$ cat config.mk
export PLATFORM = sky130hd
export DESIGN_NAME = flash_sample_sequencer
export DESIGN_NICKNAME = d
export VERILOG_FILES = /design/src/rtl/flash_sample_sequencer.sv
export SDC_FILE = /design/constraint.sdc
export NUM_CORES = 1
export LEC_CHECK = 0
export BUFFER_PORTS_ARGS = -buffer_cell sky130_fd_sc_hd__buf_2
export CORE_MARGIN = 1
export CORE_UTILIZATION = 60
export DETAILED_ROUTE_END_ITERATION = 7
export HOLD_SLACK_MARGIN = 0.03
export PLACE_DENSITY = 0.85
export SLEW_MARGIN = 20
export SYNTH_ARGS = -nofsm -noshare
export SYNTH_HDL_FRONTEND = slang
export SYNTH_SLANG_ARGS = --single-unit
$ cat constraint.sdc
create_clock -name CLK -period 3.7 [get_ports CLK]
set_input_delay 0.185 -clock CLK [delete_from_list [all_inputs] [get_ports CLK]]
set_output_delay 0.185 -clock CLK [all_outputs]
set_load 0.02 [all_outputs]
$ cat src/rtl/flash_sample_sequencer.sv
// flash_sample_sequencer: walks flash word addresses, fetches each 32-bit word and plays it out as two samples.
module flash_sample_sequencer #(
   parameter int                ADDR_W   = 23,
   parameter logic [ADDR_W-1:0] MAX_ADDR = 23'h7FFFF,
   parameter int                SAMPLE_W = 16
) (
   input  logic                  CLK,
   input  logic                  reset,
   input  logic                  sample_tick,
   input  logic                  play,
   input  logic                  direction,
   input  logic                  restart,
   output logic                  read_start,
   input  logic                  read_done,
   input  logic [2*SAMPLE_W-1:0] flash_data,
   output logic [ADDR_W-1:0]     flash_addr,
   output logic [SAMPLE_W-1:0]   audio_sample,
   output logic                  sample_valid,
   output logic                  underrun
);
   typedef enum logic [2:0] {IDLE, REQ, WAIT_DATA, OUT_FIRST, OUT_SECOND, ADVANCE} state_t;
   state_t                state, state_n;
   logic [ADDR_W-1:0]     addr_n, reload;
   logic [SAMPLE_W-1:0]   sample_n, lo, hi;
   logic [2*SAMPLE_W-1:0] buf_q, buf_n;
   logic                  valid_n, und_n, pend, pend_n, rev, rev_n;
   assign read_start = state == REQ;
   assign lo = buf_q[SAMPLE_W-1:0];
   assign hi = buf_q[2*SAMPLE_W-1:SAMPLE_W];
   assign reload = direction ? MAX_ADDR : '0;
   always_comb begin
      state_n = state;
      addr_n = flash_addr;
      sample_n = audio_sample;
      valid_n = 1'b0;
      und_n = underrun;
      buf_n = buf_q;
      pend_n = pend;
      rev_n = rev;
      if (sample_tick && play && (state == REQ || state == WAIT_DATA || state == ADVANCE))
         und_n = 1'b1;
      case (state)
         IDLE:
            if (restart) begin
               addr_n = reload;
               state_n = play ? REQ : IDLE;
            end else if (play)
               state_n = REQ;
         REQ: begin
            state_n = WAIT_DATA;
            if (restart)
               pend_n = 1'b1;
         end
         WAIT_DATA:
            // a read in flight always completes; a pending restart only decides what happens to its word
            if (read_done) begin
               if (restart || pend) begin
                  pend_n = 1'b0;
                  addr_n = reload;
                  state_n = play ? REQ : IDLE;
               end else begin
                  buf_n = flash_data;
                  rev_n = direction;
                  state_n = OUT_FIRST;
               end
            end else if (restart)
               pend_n = 1'b1;
         OUT_FIRST, OUT_SECOND:
            if (restart) begin
               addr_n = reload;
               state_n = play ? REQ : IDLE;
            end else if (sample_tick && play) begin
               sample_n = ((state == OUT_FIRST) ^ rev) ? lo : hi;
               valid_n = 1'b1;
               state_n = state == OUT_FIRST ? OUT_SECOND : ADVANCE;
            end
         ADVANCE:
            if (restart) begin
               addr_n = reload;
               state_n = play ? REQ : IDLE;
            end else begin
               addr_n = direction ? (flash_addr == '0 ? MAX_ADDR : flash_addr - ADDR_W'(1))
                                  : (flash_addr == MAX_ADDR ? '0 : flash_addr + ADDR_W'(1));
               state_n = REQ;
            end
         default: state_n = IDLE;
      endcase
   end
   always_ff @(posedge CLK or posedge reset)
      if (reset) begin
         state <= IDLE;
         flash_addr <= '0;
         audio_sample <= '0;
         sample_valid <= 1'b0;
         underrun <= 1'b0;
         buf_q <= '0;
         pend <= 1'b0;
         rev <= 1'b0;
      end else begin
         state <= state_n;
         flash_addr <= addr_n;
         audio_sample <= sample_n;
         sample_valid <= valid_n;
         underrun <= und_n;
         buf_q <= buf_n;
         pend <= pend_n;
         rev <= rev_n;
      end
endmodule

==> results.toml, run 1 <==
[outcome]
status = "complete, no violations"

[layout]
final_common_cell = "buf_2"
regArea_um2 = 1950
antenna_cells = 0
nets = 559
synthToLayoutAreaGrowth_pct = 15.1
drive_above_1_share_pct = 26.8
final_cell_mix = "buf_2 (80), dfrtp_1 (78), a21oi_1 (37)"
multi_input_area_um2 = 2330
fillers = 515
design_area_um2 = 5090

[cts]
clock-sinks = 78
cts_buffer_depth = 2
htree_levels = 3
cts_setup_buffers = 0
path_clk_slew_ps = 90
clkLatencyLatePin_ps = 360
root_buffer = "clkbuf_8"
cts_resized = 0
cts_tree = "built"
cts_inserted_buffers = 9

[power]
ir_drop_uv = 434
power.leakage_nw = 2.29
power.density_nw_per_um2 = 795
total_power_w = 0.00405

[min_path]
min_to = "buf_q[10]"
min_from = "flash_data[10]"
hp-class = "input port to register"
holdPathStages = 2

[global_routing]
grt_pass1_vias = 3762
grt-ovfl-total = 0
grt_pass1_wl_mm = 18.0
antenna_found_initial = 0
grt_use_total_pct = 30.4
grt_max_degree = 47

[timing]
slew_headroom_pct = 38.7
fmax_mhz = 374
worst_clock_skew_ps = 12.9
final.min_clock_period_ps = 2670
setup_viol = 0
tightest_slew_ps = 919
min_period_over_period_pct = 72.2
slew_violations = 0
rsz0062_at_grt = "false"
hold_violations = 0
tns_ps = 0

[critical_path]
end_kind = "register"
worstReg2RegStart = "flash_addr[8]"
crit_type = "register to register"
critical_path_arrival_ps = 2980
required_ps = 4000
start_kind = "register"
r2r_cells = 6
worstPathMaxFanout = 14
r2r_slack_ps = 1030
crit-reg2reg-capture = "flash_addr[7]"

[route]
drt-total-wl_mm = 11.2
route.detailed.wl_per_inst_um = 18.1
dr_total_vias = 3984
drc_errors = 0
dr.pass1.iters = 5
routed_via_density = 6.45
first_iter_violations = 420
ant_nets = 0

[floorplanning]
die_w_um = 87.9
start_util_pct = 63.8
rows = 30
pin_count = 81
die-area_um2 = 7730
fp.coreArea_um2 = 6940
die_h_um = 87.9

[synth]
synthFlopType = "dfrtp_1"
synth_edf_count = 0
ys_warn_count = 0
syn_nets = 492
async_flop_share_pct = 100
synth_area_um2 = 4430
ys_ff_latch = 78
yosysSeqAreaShare_pct = 44.1
yosys.cell_types.count = 61
syn_avg_cell_area_um2 = 9.84
synth_cells = 450

[placed_design]
port_buffers = 80
placed_area_um2 = 4880
place_hpwl_mm = 7.53
place.gp.congestion = 0.934

[flow_run]
drv_cap = 0
cells in the mapped netlist (all sizes together) (4+ instances only):
| master | instances | area share, % |
|---|---|---|
| nor4 | 8 | 1.8 |
| or3 | 5 | 0.71 |
| nand4 | 16 | 2.3 |
| nand3 | 9 | 1.0 |
| dfrtp | 78 | 44 |
| and3 | 5 | 0.71 |
| o311ai | 4 | 0.79 |
| a221o | 5 | 1.1 |
| nor2 | 34 | 2.9 |
| clkbuf | 22 | 1.9 |
| mux2 | 33 | 8.4 |
| xor2 | 8 | 1.6 |
| nor3 | 16 | 1.9 |
| nand2 | 30 | 2.7 |
| buf | 8 | 1.1 |
| xnor2 | 9 | 1.8 |
| o21ai | 24 | 3.0 |
| inv | 10 | 0.85 |
| or4 | 7 | 1.3 |
| a21o | 5 | 0.85 |
| o22ai | 5 | 0.71 |
| a21oi | 37 | 4.2 |
| a31oi | 11 | 1.9 |
| mux2i | 18 | 4.1 |
power by group:
group	total, W	internal (W)	switching, W
Sequential	0.00167	0.00120	0.000461
Combinational	0.00174	0.000726	0.00101
Clock	0.000649	0.000316	0.000333
how the worst max path moves through the flow:
stage / end / from / slack, ps
6_report: flash_addr[7] / flash_addr[8] / 1030
5_1_grt: flash_addr[18] / flash_addr[8] / 890
4_1_cts: flash_addr[7] / flash_addr[8] / 1090
3_5_place_dp: flash_addr[7] / flash_addr[8] / 1120
3_3_place_gp: flash_addr[7] / flash_addr[8] / 1190
2_1_floorplan: flash_addr[18] / flash_addr[9] / 1290
flip-flops by register name, summed over array words and instances, names as in the netlist:
name,flops
audio_sample,16
buf_q,32
flash_addr,23
pend,1
rev,1
sample_valid,1
state,3
underrun,1
area by class of cell:
class	count	share of cell area [%]
Clock buffer	10	2.50
Multi-Input combinational cell	331	45.8
Clock inverter	6	1.40
Inverter	11	0.835
Timing Repair Buffer	86	8.79
Tap cell	96	2.36
Sequential cell	78	38.3
worst max-delay path: stages, from the launching register on:
cell and delay [ps]:
dfrtp_1 540, or4_4 590, nor4_4 450, a31o_1 510, nand2_2 150, a31oi_1 190, o22a_1 170
through the flow:
step           utilization, %  instances  hold slack [ps]  setup slack [ps]
2_1_floorplan               -        450              320              1290
3_3_place_gp             70.3        601              403              1190
3_5_place_dp             70.3        601              407              1120
4_1_cts                  73.2        617             34.3              1090
5_1_grt                  73.4        618             36.7               889
6_report                 73.4        618             33.8              1030
logic make-up (layout without fill, tap and decap cells):
logic type / Yosys count / in the layout / synth area share (%)
simple gates: 142 / 142 / 17.8
compound gates: 118 / 118 / 17.5
buf+inv: 41 / 113 / 3.87
fa+ha+maj: 3 / 3 / 0.848
flops: 78 / 78 / 44.1
xor+xnor: 17 / 17 / 3.36
mux: 51 / 51 / 12.5
what timing repair did:
action / in CTS / in global routing
hold endpoints to repair: 0 / 2
hold buffers: 0 / 1
setup endpoints to repair: 0 / 0
routing by layer:
metal | global-route usage [%] | up-vias | part of all wire [%]
met5 | 0 | - | 0
met4 | 15.1 | 0 | 2.3
met3 | 5.56 | 28 | 7.6
met2 | 47.9 | 214 | 50
met1 | 40.7 | 1921 | 40
li1 | - | 1821 | -
Power figures use the tool's default switching activity.
==> inputs of run 2 (changes only) <==
--- a/config.mk
+++ b/config.mk
@@ -7,10 +7,10 @@
 export LEC_CHECK = 0
 export BUFFER_PORTS_ARGS = -buffer_cell sky130_fd_sc_hd__buf_2
 export CORE_MARGIN = 1
-export CORE_UTILIZATION = 60
+export CORE_UTILIZATION = 56
 export DETAILED_ROUTE_END_ITERATION = 7
 export HOLD_SLACK_MARGIN = 0.03
-export PLACE_DENSITY = 0.85
+export PLACE_DENSITY = 0.8
 export SLEW_MARGIN = 20
 export SYNTH_ARGS = -nofsm -noshare
 export SYNTH_HDL_FRONTEND = slang
==> constraint.sdc (replaced) <==
create_clock -name CLK -period 2.6 [get_ports CLK]
set_input_delay 0.13 -clock CLK [delete_from_list [all_inputs] [get_ports CLK]]
set_output_delay 0.13 -clock CLK [all_outputs]
set_load 0.02 [all_outputs]
==> results.toml, run 2 (synthesized netlist as in run 1, its figures left out) <==
[layout]
antenna_cells = 0
postLayoutCoreUtil_pct = 73.2
nets = 623
final_cell_mix = "buf_2 (80), dfrtp_1 (78), a21oi_1 (37), buf_4 (37), nor2_1 (34)"
synthToLayoutAreaGrowth_pct = 27.1
design_area_um2 = 5630
drive_above_1_share_pct = 29.4
largest_reg_flops = 32
largest-register = "buf_q"
final_common_cell = "buf_2"
top_regs = "buf_q (32), flash_addr (23), audio_sample (16)"
fillers = 549

[placed_design]
place.gp.congestion = 0.879
port_buffers = 80
placed_area_um2 = 5130
place_hpwl_mm = 7.99

[floorplanning]
start_util_pct = 57.6
die_w_um = 90.9
die-area_um2 = 8270
rows = 32
die_h_um = 90.9
fp.coreArea_um2 = 7690
pin_count = 81

[critical_path]
start_kind = "register"
cpPeakStageDelay_ps = 590
crit_type = "register to register"
crit_chain = "or4_1, nor4_4, nand4_1, xnor2_1, o21ai_1, o311ai_1"
slowest_stage = "or4_1"
worstPathMaxFanout = 9
critical_path_depth = 6
end_kind = "register"
r2r_slack_ps = 200
r2r_cells = 6
required_ps = 2810
crit-reg2reg-capture = "flash_addr[17]"
critical_path_arrival_ps = 2610
worstReg2RegStart = "flash_addr[6]"
cp_top_family = "simple AND/OR/NAND/NOR gates"
path_buf_inv = 0

[route]
route.detailed.wl_per_inst_um = 18.4
dr.pass1.iters = 5
ant_nets = 0
drt-total-wl_mm = 12.6
dr_total_vias = 4315
drc_errors = 0
first_iter_violations = 446
routed_via_density = 6.28

[global_routing]
grt_max_degree = 34
grt_use_total_pct = 31.7
antenna_found_initial = 0
grt-ovfl-total = 0
grt_pass1_wl_mm = 20.7
grt_pass1_vias = 4278

[cts]
path_clk_slew_ps = 90
cts_inserted_buffers = 9
cts_setup_buffers = 0
hold_buffers = 32
root_buffer = "clkbuf_8"
clkLatencyLatePin_ps = 360
cts_resized = 0
clock-sinks = 78
cts_buffer_depth = 2
cts_tree = "built"
htree_levels = 3

[timing]
setup_viol = 0
tightest_slew_ps = 930
worst_clock_skew_ps = 12.5
slew_violations = 0
fin_hold_ws_ps = 107
rsz0062_at_grt = "false"
tns_ps = 0
slew_headroom_pct = 38.0
min_period_over_period_pct = 92.4
fmax_mhz = 416
final.min_clock_period_ps = 2400
hold_violations = 0

[power]
ir_drop_uv = 638
power.density_nw_per_um2 = 1060
power.leakage_nw = 2.57

[min_path]
holdPathStages = 4
min_to = "pend"
min_from = "read_done"
hp-class = "input port to register"

[outcome]
status = "complete, no violations"

[flow_run]
drv_cap = 0
[run 2: report_power, final]
group	internal, W	switching, W	leakage, nW
clock network	0.000339	0.000463	0.0848
logic	0.00124	0.00175	1.52
registers	0.00172	0.000468	0.967
total	0.00330	0.00268	2.57
[run 2: layout make-up]
cell class / count / area, um2 / area share [%]
inverters: 11 / 41.3 / 0.734
well taps: 102 / 128 / 2.27
repair buffers: 150 / 1010 / 17.9
clock inverters: 6 / 40.0 / 0.712
flip-flops and latches: 78 / 1950 / 34.7
clock buffers: 9 / 124 / 2.20
multi-input cells: 331 / 2330 / 41.5
[run 2: tightest hold or removal path: cells and delay by family]
| family | cells | cell delay, ps |
|---|---|---|
| AOI/OAI and AO/OA | 2 | 140 |
| buffers and inverters | 1 | 120 |
| and+or+nand+nor | 1 | 50 |
[run 2: per-layer routing]
| metal | vias up | part of all wire, % | GRT usage [%] | wire length [um] |
|---|---|---|---|---|
| li1 | 1951 | - | - | - |
| met1 | 2081 | 40 | 40.3 | 5060 |
| met2 | 232 | 49 | 51.5 | 6220 |
| met3 | 51 | 7.2 | 5.81 | 908 |
| met4 | 0 | 3.3 | 16.8 | 418 |
| met5 | - | 0 | 0 | 0 |
[run 2: worst max path at each step]
stage	startpoint	to	slack [ps]
2_1_floorplan	flash_addr[9]	flash_addr[18]	190
3_3_place_gp	flash_addr[6]	flash_addr[18]	300
3_5_place_dp	flash_addr[6]	flash_addr[6]	260
4_1_cts	flash_addr[6]	flash_addr[6]	230
5_1_grt	state[0]	flash_addr[17]	80
6_report	flash_addr[6]	flash_addr[17]	200
[run 2: through the flow]
| stage | total power (W) | cells | setup WS, ps |
|---|---|---|---|
| 2_1_floorplan | 0.00406 | 450 | 194 |
| 3_3_place_gp | 0.00490 | 639 | 297 |
| 3_5_place_dp | 0.00502 | 639 | 256 |
| 4_1_cts | 0.00586 | 686 | 232 |
| 5_1_grt | 0.00633 | 687 | 75.7 |
| 6_report | 0.00598 | 687 | 198 |
==> inputs of run 3 (changes only) <==
--- a/config.mk
+++ b/config.mk
@@ -6,6 +6,7 @@
 export NUM_CORES = 1
 export LEC_CHECK = 0
 export BUFFER_PORTS_ARGS = -buffer_cell sky130_fd_sc_hd__buf_2
+export CORE_ASPECT_RATIO = 2
 export CORE_MARGIN = 1
 export CORE_UTILIZATION = 56
 export DETAILED_ROUTE_END_ITERATION = 7
==> results.toml, run 3 (synthesized netlist as in run 1, its figures left out) <==
[timing]
tightest_slew_ps = 916
worst_clock_skew_ps = 6.18
min_period_over_period_pct = 92.4
hold_violations = 0
slew_violations = 0
fmax_mhz = 416
rsz0062_at_grt = "false"
slew_headroom_pct = 38.9
tns_ps = 0
final.min_clock_period_ps = 2400
setup_viol = 0

[critical_path]
crit_path_start = "flash_addr[15]"
worstPathMaxFanout = 8
start_kind = "register"
end_kind = "register"
required_ps = 2820
critical_path_arrival_ps = 2620
worstReg2RegStart = "flash_addr[15]"
crit_type = "register to register"

[layout]
antenna_cells = 0
final_common_cell = "buf_2"
fillers = 553
largest-register = "buf_q"
postLayoutCoreUtil_pct = 75.0
nets = 616
largest_reg_flops = 32
final_cell_mix = "buf_2 (80), dfrtp_1 (78), buf_4 (44)"
drive_above_1_share_pct = 31.3
synthToLayoutAreaGrowth_pct = 28.7
top_regs = "buf_q (32), flash_addr (23), audio_sample (16)"

[floorplanning]
die_h_um = 128
die_w_um = 64.9
rows = 45
start_util_pct = 58.3
fp.coreArea_um2 = 7600
die-area_um2 = 8290
pin_count = 81

[cts]
clkLatencyLatePin_ps = 340
cts_setup_buffers = 0
htree_levels = 3
cts_inserted_buffers = 9
root_buffer = "clkbuf_16"
cts_tree = "built"
path_clk_slew_ps = 60
cts_buffer_depth = 2
clock-sinks = 78

[flow_run]
drv_cap = 0

[global_routing]
grt_pass1_vias = 4248
grt_use_total_pct = 32.1
antenna_found_initial = 0
grt_max_degree = 38
grt_pass1_wl_mm = 20.2
grt-ovfl-total = 0

[min_path]
min_from = "flash_data[30]"
hp-class = "input port to register"

[route]
routed_via_density = 6.20
first_iter_violations = 329
drc_errors = 0
drt-total-wl_mm = 12.5
ant_nets = 0
route.detailed.wl_per_inst_um = 18.5
dr.pass1.iters = 5
dr_total_vias = 4174

[power]
ir_drop_uv = 661
power.leakage_nw = 2.62
power.density_nw_per_um2 = 1140

[placed_design]
place.gp.congestion = 0.901
place_hpwl_mm = 8.66
port_buffers = 80

[outcome]
status = "complete, no violations"
==> run 3: cell count changes in the layout (fill, tap and decap cells not counted), sizes merged <==
cell	previous run	this run
buf	117	125
bufinv	0	2
clkinv	6	4
dlygate4sd3	33	18
inv	10	11
==> run 3: repair_timing <==
action	CTS	global route
resized for setup	0	0
hold endpoints to repair	45	0
hold buffers	18	0
==> run 3: per-layer routing <==
| metal | track usage, % | share of wire [%] |
|---|---|---|
| met5 | 0 | 0 |
| met4 | 19.2 | 5.0 |
| met3 | 5.43 | 5.9 |
| met2 | 57.9 | 55 |
| met1 | 33.5 | 35 |
==> run 3: worst max-delay path, cell delays in order, from the launching register on <==
cell and delay, ps:
dfrtp_1 450, or4_1 640, nor4_1 220, nand4_1 220, o311ai_1 300, o21ai_1 130
a221o_1 330
==> run 3: cell type report <==
| cell class | instances | area, um2 | share of cell area, % |
|---|---|---|---|
| sequential | 78 | 1950 | 34.3 |
| multi-input combinational | 331 | 2330 | 41.0 |
| tap | 94 | 118 | 2.06 |
| inverter | 11 | 41.3 | 0.725 |
| clock buffer | 9 | 225 | 3.95 |
| clock inverter | 7 | 97.6 | 1.71 |
| timing repair buffer | 143 | 931 | 16.3 |
==> run 3: path summary, 6_finish.rpt <==
kind | end | slack [ps] | cells past startpoint
setup / recovery | flash_addr[21] | 200 | 6
hold / removal | buf_q[30] | 30 | 2
setup reg to reg | flash_addr[21] | 200 | 6
hold reg to reg | underrun | 470 | 1
max in group asynchronous | flash_addr[1] | 1510 | 4
min in group asynchronous | flash_addr[12] | 440 | 3
==> run 3: stage by stage <==
step | instances | total power, W | hold slack [ps] | setup slack (ps) | area (um2)
finish | 673 | 0.00652 | 34.8 | 198 | 5700
global route | 673 | 0.00688 | 34.1 | 52.0 | 5700
CTS | 673 | 0.00652 | 30.0 | 191 | 5700
detailed placement | 639 | 0.00510 | 263 | 278 | 5190
global placement | 639 | 0.00500 | 251 | 315 | 5190
floorplan | 450 | 0.00406 | 265 | 194 | 4430
==> run 3: power breakdown <==
group,internal (W),total (W),switching (W),leakage [nW]
sequential,0.00172,0.00214,0.000416,0.967
combinational,0.00127,0.00302,0.00176,1.50
clock,0.000845,0.00136,0.000511,0.157
total,0.00383,0.00652,0.00269,2.62
